**config.mk**
```make
export PLATFORM = sky130hd
export DESIGN_NAME = unified_mem_arbiter
export DESIGN_NICKNAME = d
export VERILOG_FILES = /design/src/rtl/mem_arb_pkg.sv /design/src/rtl/arb_fairness_ctr.sv /design/src/rtl/unified_mem_arbiter.sv
export SDC_FILE = /design/constraint.sdc
export NUM_CORES = 1
export LEC_CHECK = 0
export CORE_ASPECT_RATIO = 1.25
export CORE_UTILIZATION = 35
export CTS_CLUSTER_DIAMETER = 200
export DETAILED_ROUTE_END_ITERATION = 10
export PLACE_DENSITY = 0.81
export SLEW_MARGIN = 0
export SYNTH_ARGS = -nofsm -noshare
export SYNTH_HDL_FRONTEND = slang
export SYNTH_SLANG_ARGS = --single-unit
```
**constraint.sdc**
```tcl
create_clock -name clk -period 2.4 [get_ports clk]
set_clock_uncertainty 0.2 [all_clocks]
set_input_delay 0.72 -clock clk [delete_from_list [all_inputs] [get_ports clk]]
set_output_delay 0.72 -clock clk [all_outputs]
set_load 0.01 [all_outputs]
```
**src/rtl/mem_arb_pkg.sv**
```systemverilog
// Shared types for the unified memory arbiter.
// Grant encoding, response FSM states and streak counter width.
package mem_arb_pkg;

    localparam int STREAK_W = 4;

    typedef enum logic [1:0] {
        ARB_IDLE,
        ARB_IF_RSP,
        ARB_D_RSP
    } arb_state_t;

    typedef enum logic [1:0] {
        GNT_NONE,
        GNT_IF,
        GNT_D
    } grant_t;

endpackage

```
**src/rtl/arb_fairness_ctr.sv**
```systemverilog
// Fairness streak counter for the unified memory arbiter.
// Counts D grants taken while IF waits; force_if hands the next slot to IF.
module arb_fairness_ctr
    import mem_arb_pkg::*;
#(
    parameter int MAX_D_STREAK = 4
) (
    input  logic clk,
    input  logic reset,
    input  logic if_req,
    input  logic if_gnt,
    input  logic d_gnt,
    output logic force_if
);

    localparam logic [STREAK_W-1:0] STREAK_MAX = STREAK_W'(MAX_D_STREAK);

    logic [STREAK_W-1:0] streak;

    // Streak grows per D grant while IF waits, saturating; IF service or no IF demand clears it
    always_ff @(posedge clk) begin
        if (reset) begin
            streak <= '0;
        end else if (if_gnt || !if_req) begin
            streak <= '0;
        end else if (d_gnt && (streak != STREAK_MAX)) begin
            streak <= streak + 1'b1;
        end
    end

    assign force_if = (streak == STREAK_MAX);

endmodule

```
**src/rtl/unified_mem_arbiter.sv**
```systemverilog
// Arbiter sharing one single-port memory between fetch (IF) and load/store (D).
// Optional ARB_PERF_EN adds conflict and IF-stall performance counters.
module unified_mem_arbiter
    import mem_arb_pkg::*;
#(
    parameter int MAX_D_STREAK = 4,
    parameter int ADDR_W       = 32
) (
    input  logic              clk,
    input  logic              reset,
    input  logic              if_req,
    input  logic [ADDR_W-1:0] if_addr,
    output logic              if_gnt,
    output logic              if_rvalid,
    output logic [31:0]       if_rdata,
    output logic              if_stall,
    input  logic              d_req,
    input  logic              d_we,
    input  logic [ADDR_W-1:0] d_addr,
    input  logic [31:0]       d_wdata,
    output logic              d_gnt,
    output logic              d_rvalid,
    output logic [31:0]       d_rdata,
    output logic              d_stall,
    output logic              mem_we,
    output logic [ADDR_W-1:0] mem_addr,
    output logic [31:0]       mem_wdata,
    input  logic [31:0]       mem_rdata
`ifdef ARB_PERF_EN
    ,
    output logic [31:0]       perf_conflict_cnt,
    output logic [31:0]       perf_if_stall_cnt
`endif
);

    grant_t     grant;
    arb_state_t state_q;
    arb_state_t state_d;
    logic       force_if;

    arb_fairness_ctr #(
        .MAX_D_STREAK(MAX_D_STREAK)
    ) u_fair (
        .clk     (clk),
        .reset   (reset),
        .if_req  (if_req),
        .if_gnt  (if_gnt),
        .d_gnt   (d_gnt),
        .force_if(force_if)
    );

    // Pick the single requester for this cycle: D first unless IF has waited too long
    always_comb begin
        grant = GNT_NONE;
        if (!reset) begin
            if (d_req && !(if_req && force_if)) begin
                grant = GNT_D;
            end else if (if_req) begin
                grant = GNT_IF;
            end
        end
    end

    // Drive grants, stalls and the memory port from the chosen grant
    always_comb begin
        if_gnt    = (grant == GNT_IF);
        d_gnt     = (grant == GNT_D);
        if_stall  = if_req & ~if_gnt;
        d_stall   = d_req & ~d_gnt;
        mem_we    = d_gnt & d_we;
        mem_addr  = d_gnt ? d_addr : if_addr;
        mem_wdata = d_wdata;
    end

    // Response state register remembering which read was granted last cycle
    always_ff @(posedge clk) begin
        if (reset) begin
            state_q <= ARB_IDLE;
        end else begin
            state_q <= state_d;
        end
    end

    // Next response state and the one-cycle rvalid pulses; reset drops a pending response
    always_comb begin
        state_d   = ARB_IDLE;
        if_rvalid = 1'b0;
        d_rvalid  = 1'b0;
        unique case (grant)
            GNT_IF:   state_d = ARB_IF_RSP;
            GNT_D:    state_d = d_we ? ARB_IDLE : ARB_D_RSP;
            default:  state_d = ARB_IDLE;
        endcase
        if (!reset) begin
            if_rvalid = (state_q == ARB_IF_RSP);
            d_rvalid  = (state_q == ARB_D_RSP);
        end
    end

    // Capture read data only for the requester that owned the read
    always_ff @(posedge clk) begin
        if (reset) begin
            if_rdata <= '0;
            d_rdata  <= '0;
        end else begin
            if (grant == GNT_IF) begin
                if_rdata <= mem_rdata;
            end
            if ((grant == GNT_D) && !d_we) begin
                d_rdata <= mem_rdata;
            end
        end
    end

`ifdef ARB_PERF_EN
    // Free-running performance counters, wrapping naturally at 2^32
    always_ff @(posedge clk) begin
        if (reset) begin
            perf_conflict_cnt <= '0;
            perf_if_stall_cnt <= '0;
        end else begin
            if (if_req && d_req) begin
                perf_conflict_cnt <= perf_conflict_cnt + 32'd1;
            end
            if (if_stall) begin
                perf_if_stall_cnt <= perf_if_stall_cnt + 32'd1;
            end
        end
    end
`endif

endmodule

```
==> flow_summary_export.csv, run 1 <==
group,metric,value,unit
placed_design,place_inst,649,
clocking,clockBufferDepth,2,
route,post_drt_wl_per_cell,18.82,µm
clocking,cts.sinks,70,
synthesis,synth_area_leaders,"dfxtp_1, mux2_4, mux2i_1, buf_4, nand2_1",
floorplanning,coreArea,10260,µm²
outcome,outcome,"finished, violations left",
worst_setup_path,startpoint_type,"register",
sta,fin_tns_setup,-13.08,ns
pwr,vdd_drop_max,0.3921,mV
sta,finalCritPeriodShare,119.4,%
sta,rsz0062_at_grt,"yes",
clocking,clkSlewWorstSetupHoldPaths,0.06,ns
floorplanning,start_util,36.66,%
worst_setup_path,arrival,1.95,ns
flow_run,drv_cap,0,
pwr,power.density,538.9,nW/µm²
grt,grt_pass1_vias,3472,
worst_setup_path,worstPathRequired,1.48,ns
hold_path,hp-class,"reg -> reg",
pwr,swShare,24.04,%
route,ant_nets,0,
worst_setup_path,cp-end-kind,"output port",
placed_design,dpl_worst_slack,-1.110,ns
clocking,numCtsBuffers,9,
grt,grt_pass1_wl,18.84,mm
synthesis,synthTopCellsByCount,"dfxtp_1, nand2_1, mux2_4, buf_4, mux2i_1",
synthesis,yosysSeqAreaShare,37.26,%
pwr,intPower,2.605,mW
sta,hold_viol,0,
placed_design,place_congestion,0.8661,
synthesis,synth_cells,346,
clocking,cts_tree,"done",
clocking,postCtsHoldBufs,0,
pwr,pwr-share-comb,24.0,%
clocking,clock_latency,0.33,ns
grt,grt_usage,22.58,%
sta,tightest_slew,0.4663,ns
cells_and_area,antenna_cells,0,
cells_and_area,drive_above_1_share,32.50,%
synthesis,synth_cell_types,31,
synthesis,synth_top_area_cell,"dfxtp_1",
grt,grt_max_degree,47,
outcome,failed_checks,"negative setup slack",
synthesis,syn_nets,481,
sta,maxSlewViolCount,0,
sta,relSlewSlack,68.91,%
floorplanning,ioPinCount,268,
synthesis,synth_top_area_share,37.26,%
synthesis,avgSynthCellArea,10.87,µm²
pwr,power.leakage,2.768,nW
pwr,power_frac_clock,39.4,%
floorplanning,die_x,94.72,µm
worst_setup_path,crit_fanout,6,
floorplanning,die_h,117.9,µm
synthesis,synth_edf_count,0,
cells_and_area,multi_input_area,1957,µm²
cells_and_area,nets,687,
sta,post-route-min-period,2.867,ns
cells_and_area,fillers,826,
synthesis,yosys_register_bits,70,
pwr,switchingPower,0.8244,mW
grt,antenna_found_initial,0,
route,dr.pass1.iters,4,
route,route.detailed.drc,0,
pwr,seqPwrFrac,36.6,%
cells_and_area,area.growth.synth_to_final,69.19,%
sta,finalSetupViolCount,37,
synthesis,synthArstFlopShare,0,%
clocking,cts-htree-levels,3,
cells_and_area,seq_area,1404,µm²
placed_design,port_buffers,203,
clocking,root_buffer,"clkbuf_16",
floorplanning,die_area,11170,µm²
synthesis,netlist_area,3761,µm²
route,route.vias.total,3229,
floorplanning,row_count,41,
cells_and_area,final_cells,686,
synthesis,synth.most_common_cell,"dfxtp_1",
sta,timing.final.ws_setup,-0.4667,ns
route,drt_iter0_markers,133,
route,viasPerCell,4.707,
synthesis,synth_ff_type,"dfxtp_1",
placed_design,hpwlAfterDp,9.766,mm
sta,fmax,348.8,MHz
synthesis,yosysWarnings,0,
grt,overflow,0,
worst_setup_path,critPathKind,"reg -> out",
cells_and_area,fin_util,62.02,%
route,wirelength,12.91,mm
cell families (layout without fill, tap and decap cells):
logic type | Yosys count | after routing | synth area share [%]
AND/OR/NAND/NOR | 115 | 115 | 15.93
flip-flops | 70 | 70 | 37.26
multiplexers | 97 | 97 | 33.63
buffers and inverters | 59 | 270 | 11.94
adder cells (fa/ha/maj) | 2 | 2 | 0.6652
AO/OA/AOI/OAI | 3 | 3 | 0.5653
sequential cells by signal, summed over array words and instances (netlist names):
name and count:
d_rdata 32, if_rdata 32, state_q 2, u_fair.streak 4
repair_timing:
| action | 4_1_cts | 5_1_grt |
|---|---|---|
| setup buffers | 16 | 5 |
| pin swaps | 2 | 3 |
| hold endpoints to repair | 0 | 0 |
| gates cloned | 3 | 0 |
| resized for setup | 228 | 14 |
| setup endpoints to repair | 39 | 38 |
per-stage QoR:
stage                     hold slack, ns  total power [mW]  area, µm²
after floorplan                   0.2479             1.644       3764
after global placement            0.2426             2.032       5761
after detailed placement          0.2515             2.042       5761
after CTS                         0.2602             3.457       6322
after global routing              0.2718             3.571       6364
final                             0.2571             3.429       6364
critical path, stage by stage, from the launching register on:
cell      delay [ns]
dfxtp_2         0.32
inv_2           0.06
ha_4            0.15
nand4b_4        0.12
nand3_4         0.11
inv_8           0.05
buf_12          0.13
buf_12          0.12
buf_12          0.13
mux2_4          0.30
buf_6           0.12
cells in the final DEF, fill, tap and decap left out, types with 8 or more instances in the layout:
cell type and n:
buf_2 8, buf_4 28, buf_6 41, clkbuf_16 9, clkdlybuf4s50_1 161, dfxtp_1 68, mux2_4 58, mux2i_1 33
nand2_1 64, nor2b_1 29
power by group through the flow:
| stage | Sequential (mW) | Clock [mW] | Combinational (mW) |
|---|---|---|---|
| final | 1.25 | 1.35 | 0.822 |
| after CTS | 1.25 | 1.38 | 0.822 |
| after floorplan | 1.30 | 0 | 0.343 |
| after global placement | 1.28 | 0 | 0.756 |
| after global routing | 1.26 | 1.44 | 0.867 |
| after detailed placement | 1.28 | 0 | 0.764 |
layer usage:
metal  share of wire, %  vias to the layer above  track usage, %  wire length, µm
met5                  0                        -               0                0
met4                2.1                        0           7.670              274
met3                 13                       22           13.95             1725
met2                 49                      180           37.86             6344
met1                 35                     1499           22.48             4568
li1                   -                     1528               -                -
worst paths after layout:
| check | startpoint | endpoint | slack, ns | cells past startpoint |
|---|---|---|---|---|
| worst max-delay path | u_fair.streak[0]$_SDFFE_PP0P_ | mem_addr[30] | -0.47 | 10 |
| worst min-delay path | if_rdata[14]$_SDFFE_PP0P_ | if_rdata[14]$_SDFFE_PP0P_ | 0.26 | 2 |
| worst max register to register | u_fair.streak[0]$_SDFFE_PP0P_ | if_rdata[28]$_SDFFE_PP0P_ | 0.38 | 9 |
| worst min register to register | if_rdata[14]$_SDFFE_PP0P_ | if_rdata[14]$_SDFFE_PP0P_ | 0.26 | 2 |
final cells by class:
class                   instances  share of cell area (%)
well taps                     129                   2.536
clock inverters                 5                  0.9044
clock buffers                  11                   3.972
flip-flops and latches         70                   22.06
inverters                       7                  0.5702
repair inverters                1                  0.1376
repair buffers                246                   39.07
multi-input cells             217                   30.75
Power figures use the tool's default switching activity.
==> inputs of run 2 (changes only) <==
--- a/config.mk
+++ b/config.mk
@@ -9,7 +9,9 @@
 export CORE_UTILIZATION = 35
 export CTS_CLUSTER_DIAMETER = 200
 export DETAILED_ROUTE_END_ITERATION = 10
+export GPL_TIMING_DRIVEN = 0
 export PLACE_DENSITY = 0.81
+export RECOVER_POWER = 50
 export SLEW_MARGIN = 0
 export SYNTH_ARGS = -nofsm -noshare
 export SYNTH_HDL_FRONTEND = slang
==> run 2 against run 1 <==
  * The flow still finishes with violations (negative setup slack)
  * Fmax up 3.7%
  * First-iteration DRC count down 33%
  * Cell area up 7.6%
  * Non-clock buffer count up 62
  * Highest routed layer unchanged
  * Final cell count up 8.7%
  * Register-to-register slack worse by 0.14 ns
  * Via count up 5.7%
  * Combinational power up 13%
  * Global-route usage up 0.11 points
  * Sequential share of layout area down 1.6 points
==> flow_summary_export.csv, run 2 (synthesized netlist as in run 1, its figures left out) <==
group,metric,value,unit
placed_design,hpwlAfterDp,10.16,mm
cells_and_area,final_common_cell,"clkdlybuf4s50_1",
outcome,failed_checks,"negative setup slack",
grt,overflow,0,
floorplanning,die_h,117.9,µm
sta,post-route-min-period,2.765,ns
floorplanning,die_x,94.72,µm
sta,maxSlewViolCount,0,
route,dr.pass1.iters,4,
sta,finalSetupViolCount,37,
worst_setup_path,critPathKind,"reg -> out",
route,post_drt_wl_per_cell,17.64,µm
cells_and_area,nets,748,
floorplanning,start_util,36.66,%
placed_design,place_congestion,0.7804,
floorplanning,row_count,41,
worst_setup_path,cp-end-kind,"output port",
grt,grt_pass1_vias,3474,
grt,antenna_found_initial,0,
cells_and_area,stdcell_area,6847,µm²
pwr,pwr-share-comb,26.8,%
route,viasPerCell,4.574,
cells_and_area,drive_above_1_share,32.25,%
cells_and_area,final_cell_mix,"clkdlybuf4s50_1, dfxtp_1, nand2_1",
placed_design,port_buffers,235,
route,route.detailed.drc,0,
floorplanning,die_area,11170,µm²
worst_setup_path,arrival,1.84,ns
pwr,swShare,23.53,%
clocking,cts-htree-levels,3,
grt,use_met2,40.15,%
pwr,power.leakage,2.995,nW
worst_setup_path,startpoint_type,"register",
outcome,outcome,"finished, violations left",
grt,grt_busiest_layer,"met2",
hold_path,hp-class,"reg -> reg",
sta,fin_tns_setup,-10.77,ns
grt,met1_usage,23.35,%
sta,timing.final.ws_setup,-0.3647,ns
pwr,intPower,2.648,mW
route,ant_nets,0,
route,drt_iter0_markers,89,
pwr,switchingPower,0.8147,mW
clocking,numCtsBuffers,9,
pwr,seqPwrFrac,36.3,%
sta,rsz0062_at_grt,"yes",
placed_design,dpl_cell_area,6277,µm²
cells_and_area,top_regs,"d_rdata x32, if_rdata x32, u_fair.streak x4",
cells_and_area,antenna_cells,0,
sta,fmax,361.7,MHz
worst_setup_path,worstPathRequired,1.48,ns
floorplanning,coreArea,10260,µm²
placed_design,place_inst,710,
grt,grt_pass1_wl,19.24,mm
pwr,vdd_drop_max,0.3732,mV
grt,grt_max_degree,12,
clocking,cts_tree,"done",
flow_run,drv_cap,0,
sta,hold_viol,0,
route,wirelength,13.16,mm
floorplanning,ioPinCount,268,
cells_and_area,area.growth.synth_to_final,82.04,%
cells_and_area,final_cells,746,
worst_setup_path,crit_fanout,6,
route,route.vias.total,3412,
clocking,clkSlewWorstSetupHoldPaths,0.05,ns
clocking,clockBufferDepth,2,
sta,tightest_slew,0.4954,ns
sta,finalCritPeriodShare,115.2,%
cells_and_area,fillers,795,
clocking,root_buffer,"clkbuf_16",
pwr,power_frac_clock,37.0,%
placed_design,dpl_worst_slack,-1.417,ns
grt,use_met3,9.432,%
cells_and_area,fin_util,66.73,%
pwr,power.density,505.8,nW/µm²
sta,relSlewSlack,66.97,%
grt,grt_usage,22.69,%
clocking,clock_latency,0.32,ns
clocking,cts.sinks,70,
[run 2: area by class of cell]
cell class                      instances  area [µm²]  area share (%)
Buffer                                 50       416.7           6.086
Clock buffer                           14       254.0           3.710
Clock inverter                          1       30.03          0.4386
Inverter                                7       38.79          0.5665
Multi-Input combinational cell        217        1939           28.33
Sequential cell                        70        1404           20.50
Tap cell                              129       161.4           2.357
Timing Repair Buffer                  258        2603           38.01
[run 2: metal layers]
metal  part of all wire, %  routed length, µm
met5                     0                  0
met3                    11               1453
met2                    51               6689
met1                    36               4763
met4                   1.9                255
[run 2: path summary, 6_finish.rpt]
kind | from | end | slack, ns | cells past startpoint
hold reg to reg | if_rdata[5]$_SDFFE_PP0P_ | if_rdata[5]$_SDFFE_PP0P_ | 0.26 | 2
setup / recovery | u_fair.streak[1]$_SDFFE_PP0P_ | mem_addr[10] | -0.36 | 9
hold / removal | if_rdata[5]$_SDFFE_PP0P_ | if_rdata[5]$_SDFFE_PP0P_ | 0.26 | 2
setup reg to reg | u_fair.streak[0]$_SDFFE_PP0P_ | if_rdata[6]$_SDFFE_PP0P_ | 0.24 | 11
[run 2: critical path: stages, from the launching register on]
cell and delay [ns]:
dfxtp_2 0.33, inv_2 0.04, ha_4 0.16, nand4b_4 0.10, nand3_4 0.11, inv_8 0.12, buf_12 0.12, buf_12 0.11
mux2_4 0.31, buf_6 0.12
[run 2: what timing repair did]
item | in CTS | in global routing
endpoints found under the setup margin | 41 | 37
hold buffers | 0 | 0
pin swaps | 5 | 3
resized for setup | 246 | 6
cloned | 3 | 0
setup buffers | 17 | 5
hold endpoints to repair | 0 | 0
[run 2: power groups by stage]
stage | Combinational [mW] | Clock, mW | Sequential, mW
after floorplan | 0.343 | 0 | 1.30
after global placement | 0.865 | 0 | 1.28
after detailed placement | 0.872 | 0 | 1.28
after CTS | 0.934 | 1.30 | 1.26
after global routing | 0.976 | 1.35 | 1.26
final | 0.927 | 1.28 | 1.26
[run 2: stage by stage]
stage	power, mW	hold WS, ns
3_3_place_gp	2.141	0.2444
2_1_floorplan	1.644	0.2479
4_1_cts	3.491	0.2586
3_5_place_dp	2.150	0.2484
6_report	3.463	0.2569
5_1_grt	3.588	0.2735
